[src/rtl/fft_stage_scheduler.sv]
// Address/control sequencer for an in-place radix-2 DIT FFT with ping-pong banks.
// Issues butterfly read/twiddle addresses per stage and replays them as write addresses after the BFU latency.
module fft_stage_scheduler #(
    parameter int ADDR_WIDTH  = 5,
    parameter int BFU_LATENCY = 2
) (
    input  logic                  clk,
    input  logic                  reset,
    input  logic                  start,
    output logic                  busy,
    output logic                  done,
    output logic [2:0]            stage,
    output logic                  rd_valid,
    output logic [ADDR_WIDTH-1:0] addr_A_read,
    output logic [ADDR_WIDTH-1:0] addr_B_read,
    output logic [ADDR_WIDTH-2:0] addr_Twiddle,
    output logic                  wr_en,
    output logic [ADDR_WIDTH-1:0] addr_A_write,
    output logic [ADDR_WIDTH-1:0] addr_B_write,
    output logic                  roW
);

    localparam int              BFW        = ADDR_WIDTH - 1;
    localparam logic [BFW-1:0]  BF_LAST    = '1;
    localparam logic [2:0]      STAGE_LAST = 3'(ADDR_WIDTH - 1);
    localparam logic [1:0]      DRAIN_LAST = 2'(BFU_LATENCY - 1);

    localparam logic [1:0] S_IDLE  = 2'd0;
    localparam logic [1:0] S_RUN   = 2'd1;
    localparam logic [1:0] S_DRAIN = 2'd2;
    localparam logic [1:0] S_FIN   = 2'd3;

    logic [1:0]            state_q, state_d;
    logic [BFW-1:0]        bf_q, bf_d;
    logic [2:0]            stage_q, stage_d;
    logic                  row_q, row_d;
    logic [1:0]            cnt_q, cnt_d;
    logic                  rd_valid_q, rd_valid_d;
    logic [ADDR_WIDTH-1:0] addr_a_q, addr_b_q;
    logic [BFW-1:0]        tw_q;

    logic [ADDR_WIDTH-1:0] span, bf_ext, a_calc, b_calc;
    logic [BFW-1:0]        mask_bf, tw_calc;

    always_comb begin
        state_d    = state_q;
        bf_d       = bf_q;
        stage_d    = stage_q;
        row_d      = row_q;
        cnt_d      = cnt_q;
        rd_valid_d = 1'b0;
        case (state_q)
            S_IDLE: begin
                if (start) begin
                    state_d    = S_RUN;
                    bf_d       = '0;
                    stage_d    = '0;
                    row_d      = 1'b0;
                    rd_valid_d = 1'b1;
                end
            end
            S_RUN: begin
                if (bf_q == BF_LAST) begin
                    state_d = S_DRAIN;
                    cnt_d   = '0;
                end else begin
                    bf_d       = bf_q + BFW'(1);
                    rd_valid_d = 1'b1;
                end
            end
            S_DRAIN: begin
                if (cnt_q == DRAIN_LAST) begin
                    if (stage_q == STAGE_LAST) begin
                        state_d = S_FIN;
                    end else begin
                        state_d    = S_RUN;
                        stage_d    = stage_q + 3'd1;
                        row_d      = ~row_q;
                        bf_d       = '0;
                        rd_valid_d = 1'b1;
                    end
                end else begin
                    cnt_d = cnt_q + 2'd1;
                end
            end
            default: state_d = S_IDLE;
        endcase
    end

    // Addresses are computed for the next butterfly so the registered outputs line up with rd_valid.
    always_comb begin
        span    = ADDR_WIDTH'(1) << stage_d;
        mask_bf = span[BFW-1:0] - BFW'(1);
        bf_ext  = {1'b0, bf_d};
        a_calc  = ((bf_ext >> stage_d) << (stage_d + 3'd1)) | {1'b0, bf_d & mask_bf};
        b_calc  = a_calc + span;
        tw_calc = (bf_d & mask_bf) << (STAGE_LAST - stage_d);
    end

    always_ff @(posedge clk or posedge reset) begin
        if (reset) begin
            state_q    <= S_IDLE;
            bf_q       <= '0;
            stage_q    <= '0;
            row_q      <= 1'b0;
            cnt_q      <= '0;
            rd_valid_q <= 1'b0;
            addr_a_q   <= '0;
            addr_b_q   <= '0;
            tw_q       <= '0;
        end else begin
            state_q    <= state_d;
            bf_q       <= bf_d;
            stage_q    <= stage_d;
            row_q      <= row_d;
            cnt_q      <= cnt_d;
            rd_valid_q <= rd_valid_d;
            if (rd_valid_d) begin
                addr_a_q <= a_calc;
                addr_b_q <= b_calc;
                tw_q     <= tw_calc;
            end
        end
    end

    // Write side: plain delay line of the read strobe and addresses, so held read addresses stay held here too.
    logic                  pipe_v_q [BFU_LATENCY];
    logic [ADDR_WIDTH-1:0] pipe_a_q [BFU_LATENCY];
    logic [ADDR_WIDTH-1:0] pipe_b_q [BFU_LATENCY];

    generate
        for (genvar gi = 0; gi < BFU_LATENCY; gi++) begin : g_pipe
            logic                  src_v;
            logic [ADDR_WIDTH-1:0] src_a, src_b;
            if (gi == 0) begin : g_head
                assign src_v = rd_valid_q;
                assign src_a = addr_a_q;
                assign src_b = addr_b_q;
            end else begin : g_tail
                assign src_v = pipe_v_q[gi-1];
                assign src_a = pipe_a_q[gi-1];
                assign src_b = pipe_b_q[gi-1];
            end
            always_ff @(posedge clk or posedge reset) begin
                if (reset) begin
                    pipe_v_q[gi] <= 1'b0;
                    pipe_a_q[gi] <= '0;
                    pipe_b_q[gi] <= '0;
                end else begin
                    pipe_v_q[gi] <= src_v;
                    pipe_a_q[gi] <= src_a;
                    pipe_b_q[gi] <= src_b;
                end
            end
        end
    endgenerate

    assign busy         = (state_q == S_RUN) || (state_q == S_DRAIN);
    assign done         = (state_q == S_FIN);
    assign stage        = stage_q;
    assign roW          = row_q;
    assign rd_valid     = rd_valid_q;
    assign addr_A_read  = addr_a_q;
    assign addr_B_read  = addr_b_q;
    assign addr_Twiddle = tw_q;
    assign wr_en        = pipe_v_q[BFU_LATENCY-1];
    assign addr_A_write = pipe_a_q[BFU_LATENCY-1];
    assign addr_B_write = pipe_b_q[BFU_LATENCY-1];

endmodule

[config.mk]
export PLATFORM = sky130hd
export DESIGN_NAME = fft_stage_scheduler
export DESIGN_NICKNAME = d
export VERILOG_FILES = /design/src/rtl/fft_stage_scheduler.sv
export SDC_FILE = /design/constraint.sdc
export NUM_CORES = 1
export LEC_CHECK = 0
export CORE_UTILIZATION = 45
export CTS_BUF_LIST = sky130_fd_sc_hd__clkbuf_16
export DETAILED_ROUTE_END_ITERATION = 12
export PLACE_DENSITY = 0.7
export SYNTH_ARGS = -nofsm -noshare
export SYNTH_HDL_FRONTEND = slang
export SYNTH_SLANG_ARGS = --single-unit
[constraint.sdc]
create_clock -name clk -period 5.5 [get_ports clk]
set_input_delay 1.1 -clock clk [delete_from_list [all_inputs] [get_ports clk]]
set_output_delay 1.1 -clock clk [all_outputs]
set_load 0.05 [all_outputs]
==> results of run 1 <==
placed cells by master, fill, tap and decap left out, types with 2 or more instances in the layout:
master	Yosys	layout
sky130_fd_sc_hd__clkdlybuf4s50_1	0	34
sky130_fd_sc_hd__and3_1	3	3
sky130_fd_sc_hd__nand2_1	31	31
sky130_fd_sc_hd__nor2b_1	3	3
sky130_fd_sc_hd__clkbuf_16	0	5
sky130_fd_sc_hd__a21o_1	6	6
sky130_fd_sc_hd__o21ai_0	15	15
sky130_fd_sc_hd__and2_1	4	4
sky130_fd_sc_hd__ha_1	20	20
sky130_fd_sc_hd__nor2_1	7	7
sky130_fd_sc_hd__nand3_1	8	8
sky130_fd_sc_hd__o211ai_1	4	4
sky130_fd_sc_hd__inv_1	18	17
sky130_fd_sc_hd__buf_4	2	5
sky130_fd_sc_hd__dfrtp_1	49	49
sky130_fd_sc_hd__a22oi_1	2	2
sky130_fd_sc_hd__a31oi_1	6	6
sky130_fd_sc_hd__mux2_2	4	4
sky130_fd_sc_hd__a311oi_1	2	2
sky130_fd_sc_hd__a41o_1	2	2
sky130_fd_sc_hd__nand2b_1	3	3
sky130_fd_sc_hd__clkinvlp_4	0	2
sky130_fd_sc_hd__a21bo_2	2	2
sky130_fd_sc_hd__xor2_1	2	2
sky130_fd_sc_hd__a21boi_2	2	2
sky130_fd_sc_hd__a41oi_1	2	2
sky130_fd_sc_hd__nor3_1	5	5
sky130_fd_sc_hd__o2111ai_1	2	2
sky130_fd_sc_hd__nand4_1	5	5
sky130_fd_sc_hd__and4_1	2	2
sky130_fd_sc_hd__a21oi_1	11	11
state kept, by name, summed over array words and instances, names as in the netlist:
name,flops
wr_en,1
g_pipe.src_v,1
stage,3
rd_valid,1
g_pipe.src_a,5
addr_A_read,5
state_q,2
addr_B_write,5
g_pipe.src_b,5
roW,1
addr_A_write,5
addr_B_read,5
cnt_q,2
addr_Twiddle,4
bf_q,4
layer usage:
metal	vias up	share of wire, %
met5	-	0
met4	0	1.3
met3	6	5.2
met2	67	45
met1	934	49
li1	993	-
power breakdown:
part | internal [mW] | leakage (nW) | switching [mW]
clock network | 0.172 | 0.0680 | 0.140
registers | 0.360 | 0.544 | 0
logic | 0.00145 | 0.780 | 0.00720
critical path, cell delays in order:
cell and delay, ps:
sky130_fd_sc_hd__clkdlybuf4s50_1 550, sky130_fd_sc_hd__mux2i_2 140, sky130_fd_sc_hd__a22oi_1 490, sky130_fd_sc_hd__ha_1 270, sky130_fd_sc_hd__ha_1 260, sky130_fd_sc_hd__inv_1 110
sky130_fd_sc_hd__ha_1 210, sky130_fd_sc_hd__or3_1 370, sky130_fd_sc_hd__a21boi_2 200, sky130_fd_sc_hd__a41oi_1 90, sky130_fd_sc_hd__nand2_1 150, sky130_fd_sc_hd__ha_1 270
sky130_fd_sc_hd__a21o_1 180, sky130_fd_sc_hd__a21oi_1 170, sky130_fd_sc_hd__xor2_1 220, sky130_fd_sc_hd__and2_1 150, sky130_fd_sc_hd__a41o_1 160, sky130_fd_sc_hd__a21oi_1 40
final cells by class:
type / count / area, sq um
Sequential cell: 49 / 1230
Clock inverter: 3 / 26.3
Multi-Input combinational cell: 176 / 1280
Fill cell: 503 / 2340
Tap cell: 72 / 90.1
Clock buffer: 5 / 125
Timing Repair Buffer: 39 / 378
Inverter: 19 / 73.8
cells by family (layout without fill, tap and decap cells):
family	Yosys count	in the layout
compound gates	69	69
mux	8	8
simple gates	75	75
fa+ha+maj	21	21
flops	49	49
buf+inv	26	66
xor+xnor	3	3
worst paths after layout:
kind / start / endpoint / slack, ps / cells after the start
worst min register to register: g_pipe[1].src_b[3] / addr_B_write[3] / 350 / 0
max in group asynchronous: reset / stage[0] / 3530 / 2
min in group asynchronous: reset / bf_q[0] / 1360 / 2
worst max register to register: cnt_q[1] / addr_B_read[4] / 910 / 19
worst max-delay path: start / addr_B_read[4] / 540 / 18
worst min-delay path: g_pipe[1].src_b[3] / addr_B_write[3] / 350 / 0
metrics by stage:
stage,setup WS [ps],cells
after floorplan,1070,251
final,539,363
after global placement,436,355
after global routing,251,363
after detailed placement,282,355
after CTS,559,363
==> results list, run 1 <==
- Status: completed
* Fraction of post-synthesis cell area in the top cell type by area: between 40% and 50%
- Yosys warnings: 0
- Detailed placement finished with a half-perimeter wire length of 3860 microns.
- Dividing the synthesized area by the synthesized cell count gives 10.4 sq um.
- DRC: 0
* Count of vias placed by the detailed router: 2000
* Hold-fix buffers at CTS: 0
* Clock-pin slew of the registers on the worst-case setup and hold paths: 70 ps
- In the global route stage, overall resource usage came out at 19.0%.
- Flip-flop and latch count after synthesis: between 40 and 50
* Via-per-instance ratio: about 5.5
- Between clock sinks in the finished design, the worst skew comes to 4.40 ps.
* Setup Buffers After CTS: 0
- In the post-synthesis netlist, the cell with the most instances is sky130_fd_sc_hd__dfrtp_1.
- Maximum vdd ir drop: 142 uV
- F_max: roughly 0.20 GHz
- Number of antenna violations at the first check in global routing: 0
- In this run the tightest slew margin relative to its limit is around 34%.
- Fin crit period: 4960 ps
- After detailed routing, the average wire length per cell comes to 14.5 microns.
- With fillers left out, the area of the finished cells amounts to about 3200 sq um.
- In the final layout, the share of cells above drive strength 1 is 10.3%.
- The worst setup path is launched from a primary input.
- Final worst-path cycle share: about 90%
* Antenna diode count: 0
- For this run, global-route usage on met3 was measured as under 10%.
- Routability Congestion: 0.870
- The worst setup path is of the in2reg kind.
- Share of synthesized registers carrying an async set or reset: 100%
- For this block, the routed nets add up to 5270 microns of wire.
- PwrDens: 213 nW/um^2
- For met2 alone, demand over resource in global routing was between 30% and 40%.
* Net count, final: between 300 and 400
- Critical path data arrival time: 5140 ps
* Sum of negative setup slack: 0 ps
* Number of distinct library cell variants in the gate-level netlist after synthesis: 54
- Die Height: 78.2 microns
* Number of H-tree levels: 2
* Clock Tree Root: sky130_fd_sc_hd__clkbuf_16
- Post-synthesis net count: 275
* Port Buf Inserts: 34
- Number of clock sinks seen by CTS: 49
* Area overhead of the layout relative to synthesis: 22.2%
- Mux share of post-synthesis cell area: 4.07%
- Top cells by area in the synthesized netlist: sky130_fd_sc_hd__dfrtp_1 (47%), sky130_fd_sc_hd__ha_1 (9.6%), sky130_fd_sc_hd__nand2_1 (4.4%)
- The number of global-route vias before repair was 1908.
- The worst hold path belongs to the class reg2reg.
- First drt pass iteration count: 5
* Crit path capture type: flop
- Number of endpoints with negative hold slack in the final report: 0
* Placeable core area: 5540 sq um
- Lkg Pwr: 1.39 nW
* Post-Syn Area: 2620 sq um
- Of the total synthesized cell area, the portion taken by full adders, half adders and majority gates is 10.3%.
- Dominant combinational cell family by area after synthesis: compound AO/OA/AOI/OAI gates
- Max Cap Violations: 0
* Cells resized by post-CTS repair: 0
- In this run the most used layer during global routing was met2.
- Summing the areas of all compound-gate instances in the mapped netlist gives 19.4% of the synthesized area.
- Instance area at placement: 3050 sq um
- After Yosys synthesis, XOR and XNOR cells account for approximately 1.0% of the synthesized area.
* Initial drt markers: 127
- Hold timing on the final database bottoms out at a slack of 351 ps.
- For the worst setup path, the data required time is 5680 ps.
- Final Max Tran Viols: 0
- At the pin with the least slew margin, the transition time is slightly below 1000 ps.
- CTS max path bufs: 2
- The total overflow left after global routing is 0.
* Starting utilization of the core area: 47.2%
* Final core area utilization: 57.7%
- Worst-path fanout max: 6
- Synth cell count leaders: sky130_fd_sc_hd__dfrtp_1 (49), sky130_fd_sc_hd__nand2_1 (31), sky130_fd_sc_hd__ha_1 (20)
- Num CTS Buffers: 5
* Maximum number of pins on one net before global-route repair: 50
- The die is 78.2 microns wide.
* Number of antenna-violating nets in the routed design: 0
* RSZ-0062 raised after global routing: false
- Sequential cells were found to cover 46.9% of the synthesized design area.
- Setup violations remaining at the end of the flow were counted as 0.
* Clock tree from TritonCTS: done
- Most used DFF post-synth: sky130_fd_sc_hd__dfrtp_1
- Fraction of met1 tracks used by global routing: 26.0%
* Insertion delay to the later sink of the worst-skew pair: 290 ps
- Top-level I/O count: 35
- Synthesized-area fraction occupied by and/or/nand/nor cells: 14.0%
* Gate count of the mapped netlist: 251
* Die ar.: 6120 sq um
- In this run the core area contains 27 standard-cell rows.
* Post-synth EDFFs: 0
- Summed over all instances, the cell type with the most area after synthesis is sky130_fd_sc_hd__dfrtp_1.
* First-pass GRT wire length: 9000 microns
- Total power: 0.681 mW
Note: power is estimated with default switching activity, not from simulation.
==> run 2, diff against run 1 <==
CORE_MARGIN = 8   (was not set)
==> results list, run 2 (synthesized netlist as in run 1, its figures left out) <==
- The flow ran to the end, and the final reports show no timing, DRC or antenna violations.
* Fin crit period: 4930 ps
* Final worst-path cycle share: 89.7%
* Switching Fraction: between 10% and 20%
* Setup crit start: start
* Crit path capture: addr_B_read[4]
- For this run, the detailed router's first-pass iteration total came to 4.
* Actual transition at the worst max-transition pin: between 900 and 1000 ps
- Worst R2R Setup Slack: 750 ps
- For this run the aggregate overflow at the end of global routing stands at 0.
* Worst slew margin: 34.6%
* Clock Tree Root: sky130_fd_sc_hd__clkbuf_16
* Final Max Tran Viols: 0
- By instance count, the cell type seen most on the critical path is sky130_fd_sc_hd__ha_1.
- Total power for the finished layout comes to 0.713 mW.
- No sink is reached through more buffers than the 2 on the longest clock path.
- RR Endpoint: addr_B_read[4]
- The count of nets left with antenna violations once routing finished came out at 0.
* Number of antenna violations at the first check in global routing: 0
- At the end of the flow, the number of nets in the layout was roughly 310.
* Cells along the critical path: clkdlybuf4s50_1 -> mux2i_2 -> a22oi_1 -> ha_1 -> ha_1 -> inv_1 -> ha_1 -> or3_1 -> a21boi_2 -> a41oi_1 -> nand2_1 -> ha_1 -> a21o_1 -> a21oi_1 -> xor2_1 -> and2_1 -> a41o_1 -> a21oi_1
- Crit path capture type: flop
- For this block, the via count after detailed routing is 2020.
- In this run the horizontal extent of the chip is between 90 and 100 microns.
- For this configuration, the core starts out at a cell density of a little under half.
* RSZ-0062 raised after global routing: false
- Clock group share of total power: 48.3%
- Num CTS Buffers: 5
- Global routing used a little over an eighth of the available tracks across all layers.
- The analysis attributes to net switching a power of 0.136 mW.
- Maximum vdd ir drop: 134 uV
- Final Setup Violations: 0
* Top Family by Delay on Critical Path: compound AO/OA/AOI/OAI gates
* Category of the critical setup timing path: in2reg
- Leaving out fill and tap cells, the most frequent cell in the layout is sky130_fd_sc_hd__dfrtp_1.
- Insertion delay to the later sink of the worst-skew pair: 290 ps
- Clock-pin slew was measured on the worst setup and hold paths at roughly 70 ps.
* Number of endpoints with negative hold slack in the final report: 0
* Combinational Power Share: 1.2%
* Highest cell delay on the worst timing path: 570 ps
* Cell depth of the worst flop-to-flop path: 19
- STA puts the critical path data required time at about 5700 ps.
- At the end of routability-driven placement, the weighted congestion stood at 0.868.
* Most frequent cells in the layout: sky130_fd_sc_hd__dfrtp_1 (49), sky130_fd_sc_hd__clkdlybuf4s50_1 (34), sky130_fd_sc_hd__nand2_1 (31)
- The startpoint identified for the worst register-to-register timing path is state_q[0].
- Along the worst hold path, the cell count comes to 0.
- Placeable core area: about 5600 sq um
- Final core area utilization: between 50% and 60%
- Vias in the first global route: about 1900
- PwrDens: 222 nW/um^2
- Wirelength, routed: 5550 microns
- In the routed design, unresolved DRC markers number 0.
* Worst-path fanout max: 6
* Die Height: approximately 92 microns
- Row generation in the floorplan step produced 27 rows.
* Initial drt markers: 169
- Top-level I/O count: 35
* Internal: 0.577 mW
* Maximum number of pins on one net before global-route repair: 50
* Sum of negative setup slack: 0 ps
* Final setup skew: 5.55 ps
- Number of H-tree levels: 2
- F_max: 0.203 GHz
- STA classifies the critical path startpoint as a primary input.
* Port Buf Inserts: 34
* Critical path data arrival time: 5150 ps
- Lkg Pwr: 1.40 nW
* Sequential share of power: 50.5%
* Number of clock sinks seen by CTS: 49
* Max Cap Violations: 0
* Setup Buffers After CTS: 0
- TritonCTS built the clock tree.
- Number of buffer and inverter stages on the critical path: 2
* Cells resized by post-CTS repair: 0
- Wirelength per Cell: roughly 15 microns
* Via-per-instance ratio: about 5.6
- Cell type of the slowest stage on the worst timing path: sky130_fd_sc_hd__clkdlybuf4s50_1
- The number of antenna diodes in the final layout is 0.
- Hold-fix buffers at CTS: 0
- The critical path crosses 18 cells after its start point.
* First-pass GRT wire length: approximately 9500 microns
* Die ar.: 8510 sq um
- Once detailed placement completed, the half-perimeter wirelength came to 4130 microns.
* Area overhead of the layout relative to synthesis: 22.6%
* Min-delay worst type: reg2reg
- Cells with a size suffix above 1 make up 10.0% of the layout.
==> run 2: final cells by class <==
class	instances	area, sq um
flip-flops and latches	49	1230
clock buffers	5	125
multi-input cells	176	1280
inverters	19	73.8
well taps	72	90.1
clock inverters	3	43.8
repair buffers	38	370
fillers	492	2370
==> run 2: worst reg2reg max path, delay by kind of cell, from the launching register on <==
| kind | cells | cell delay (ps) |
|---|---|---|
| adder cells (fa/ha/maj) | 5 | 1570 |
| AO/OA/AOI/OAI | 7 | 1470 |
| AND/OR/NAND/NOR | 3 | 640 |
| flip-flops | 1 | 420 |
| buffers and inverters | 2 | 250 |
| multiplexers | 1 | 240 |
| XOR/XNOR | 1 | 100 |
==> run 2: power by group through the flow <==
stage / registers [mW] / clock network [mW] / logic (mW)
after floorplan: 0.367 / 0 / 0.00543
after global placement: 0.367 / 0 / 0.00933
after detailed placement: 0.367 / 0 / 0.00936
after CTS: 0.360 / 0.354 / 0.00936
after global routing: 0.360 / 0.369 / 0.0104
final: 0.360 / 0.344 / 0.00867
==> run 2: how the worst min path moves through the flow <==
stage	from	to	slack (ps)
2_1_floorplan	g_pipe[1].src_a[0]	addr_A_write[0]	330
3_3_place_gp	g_pipe[1].src_b[2]	addr_B_write[2]	330
3_5_place_dp	g_pipe[1].src_a[0]	addr_A_write[0]	340
4_1_cts	g_pipe[1].src_a[3]	addr_A_write[3]	350
5_1_grt	g_pipe[1].src_a[1]	addr_A_write[1]	350
6_report	g_pipe[1].src_a[3]	addr_A_write[3]	350
==> run 2: through the flow <==
step | cells | area, sq um | worst slack, ps | hold slack (ps)
floorplan | 251 | 2620 | 1070 | 331
global placement | 354 | 3040 | 474 | 331
detailed placement | 354 | 3040 | 320 | 336
CTS | 362 | 3210 | 605 | 350
global route | 362 | 3210 | 239 | 354
finish | 362 | 3210 | 568 | 346
==> run 2: per-layer routing <==
metal / share of wire, % / up-vias / global-route usage (%)
met5: 0 / - / 0
met4: 2.3 / 0 / 4.83
met3: 7.3 / 14 / 4.65
met2: 44 / 69 / 19.7
met1: 46 / 950 / 18.3
li1: - / 987 / -
==> run 3, diff against run 2 <==
CORE_UTILIZATION = 30   (was 45)
PLACE_DENSITY = 0.52   (was 0.7)
==> results list, run 3 (synthesized netlist as in run 1, its figures left out) <==
* Cell depth of the worst flop-to-flop path: 19
- Final core area utilization: between 30 and 40%
- The clock period could shrink to 4920 ps.
- The worst hold path was traced through 0 stages.
- The max-slew violation count was 0.
- 35 I/O pins were placed.
- The tightest min-delay check is of the reg2reg type.
- Registers take 1230 sq um.
- Number of clock sinks seen by CTS: 49
- CTS max path bufs: 2
* Instance area at placement: between 3000 and 4000 sq um
- Maximum vdd ir drop: 124 uV
- Critical Path Start Type: primary input
- The startpoint identified for the worst register-to-register timing path is state_q[0].
- Data arrives at the worst endpoint at between 5000 and 6000 ps.
- Capture endpoint of the worst hold path: addr_B_write[0]
* Routability Congestion: 0.780
- Number of non-filler instances in the completed layout: 400
* Category of the critical setup timing path: in2reg
- The worst register-to-register path has a setup slack of a little over 700 ps.
- Worst-path fanout max: 6
- Wirelength per Cell: 15.2 microns
- Wirelength, routed: roughly 6100 microns
- DRC: 0
* Cells resized by post-CTS repair: 0
- Highest cell delay on the worst timing path: 550 ps
- Once the floorplan was initialized, standard cells occupied 30.4% of the core.
- Total area of multi-input combinational cells: around 1300 sq um
* Total global-route track usage: a little over a tenth
* DP Cell Count: 392
- The floorplan has 34 rows.
* F_max: 0.203 GHz
- The analysis attributes to cell leakage a power of ~1.4 nW.
- The routed layout has between 1500 and 2000 vias.
- RR Endpoint: addr_B_read[4]
* Via-per-instance ratio: 4.96
* Number of filler instances in the final layout: between 800 and 900
- In this run the tool buffered the top-level ports with 34 buffer cells.
- Vias in the first global route: between 1500 and 2000
- Number of H-tree levels: 2
- The floorplan step defined a core boundary enclosing 8590 sq um.
- TritonCTS built the clock tree.
- The completed layout was analyzed and its total power is 0.684 mW.
- Number of antenna-violating nets in the routed design: 0
* Area overhead of the layout relative to synthesis: 24.3%
* Num CTS Buffers: 5
* Hold-fix buffers at CTS: 0
* Final Setup Violations: 0
* Maximum number of pins on one net before global-route repair: 50
- The final-report hold violation count is 0.
- The tool flagged a number of max-cap violations equal to 0.
- PwrDens: ~210 nW/um^2
- In this run the clock root is driven by a sky130_fd_sc_hd__clkbuf_16.
- Cell type of the slowest stage on the worst timing path: sky130_fd_sc_hd__clkdlybuf4s50_1
- Walking the worst path, the cells encountered are clkdlybuf4s50_1 -> mux2i_2 -> a22oi_1 -> ha_1 -> ha_1 -> inv_1 -> ha_1 -> or3_1 -> a21boi_2 -> a41oi_1 -> nand2_1 -> ha_1 -> a21o_1 -> a21oi_1 -> xor2_1 -> and2_1 -> a41o_1 -> a21oi_1.
* Antenna diode count: 0
* Die Height: 109 microns
- Net count, final: approximately 320
- For the pin with the worst max-slew slack, the measured transition is 1040 ps.
- The worst setup path is captured at a flop.
- Layout cell share with drive strength beyond 1: 10.6%
- The run finished with clean final reports.
* Horiz. Die Dim: 109 microns
* Commonest non-fill, non-tap cell in the layout: sky130_fd_sc_hd__dfrtp_1
* Start point of the worst hold path: g_pipe[1].src_b[0]
* Clock-pin slew of the registers on the worst-case setup and hold paths: 70 ps
- Design Area, Final: 3250 sq um
- Setup crit start: start
- Across all setup checks in the final design, the least slack found is 576 ps.
- For the final database, setup skew stands at 7.38 ps.
- The clock reaches the later pin of the worst-skew pair after 290 ps.
- Worst hold-check slack: between 300 and 400 ps
- Leaving out fill and tap cells, the most frequent cells in the layout are sky130_fd_sc_hd__dfrtp_1 (49), sky130_fd_sc_hd__clkdlybuf4s50_1 (34), sky130_fd_sc_hd__nand2_1 (31).
- By instance count, the cell type seen most on the critical path is sky130_fd_sc_hd__ha_1.
* Setup Buffers After CTS: 0
- Post-DP HPWL: about 4500 microns
* First drt pass iteration count: 4
- Overall overflow remaining after global route: 0
- The first global-routing pass estimated 10000 microns of wire.
- OpenSTA, run right after detailed placement, puts the worst setup slack at 322 ps.
- RSZ-0062 raised after global routing: false
- Initial drt markers: 129
* Req. time, crit path: 5720 ps
* Sum of negative setup slack: 0 ps
- Die ar.: roughly 12000 sq um
* Final worst-path cycle share: 89.5%
- Number of antenna violations at the first check in global routing: 0
* Worst slew margin: 30.7%
==> run 3: cell count changes in the layout (fill, tap and decap cells not counted) <==
cell,delta
sky130_fd_sc_hd__clkinvlp_4,+2
sky130_fd_sc_hd__bufinv_16,-1
sky130_fd_sc_hd__clkinv_2,-1
sky130_fd_sc_hd__inv_6,-1
sky130_fd_sc_hd__inv_8,+1
sky130_fd_sc_hd__buf_4,+2
==> run 3: power breakdown <==
group | switching [mW] | internal, mW | total, mW | leakage (nW)
clock | 0.143 | 0.172 | 0.315 | 0.0680
combinational | 0.00755 | 0.00145 | 0.00901 | 0.785
sequential | 0 | 0.360 | 0.360 | 0.544
==> run 3: area by class of cell <==
class | instances | area share [%]
clock buffers | 5 | 3.85
well taps | 108 | 4.16
inverters | 19 | 2.27
multi-input cells | 176 | 39.3
flip-flops and latches | 49 | 37.7
clock inverters | 3 | 0.809
repair buffers | 40 | 11.9
==> run 3: layer usage <==
layer	track usage (%)	vias to the layer above	part of all wire, %
met5	0	-	0
met2	15.8	45	44
met4	4.82	0	2.3
met3	2.23	10	5.2
met1	14.5	943	49
li1	-	986	-
==> run 3: worst max path at each step <==
stage,end,slack (ps),depth (start not counted)
after floorplan,addr_B_read[4],1070,20
after global placement,addr_B_read[4],440,18
after detailed placement,addr_B_read[4],320,18
after CTS,addr_B_read[4],590,18
after global routing,addr_B_read[4],320,18
final,addr_B_read[4],580,18
==> run 3: worst max-delay path: cells and delay by family <==
kind	cells	cell delay, ps
xor gates and xnor gates	1	100
adders and majority gates	4	1040
buffers and inverters	2	670
AOI/OAI and AO/OA	7	1410
and+or+nand+nor	3	650
muxes	1	160
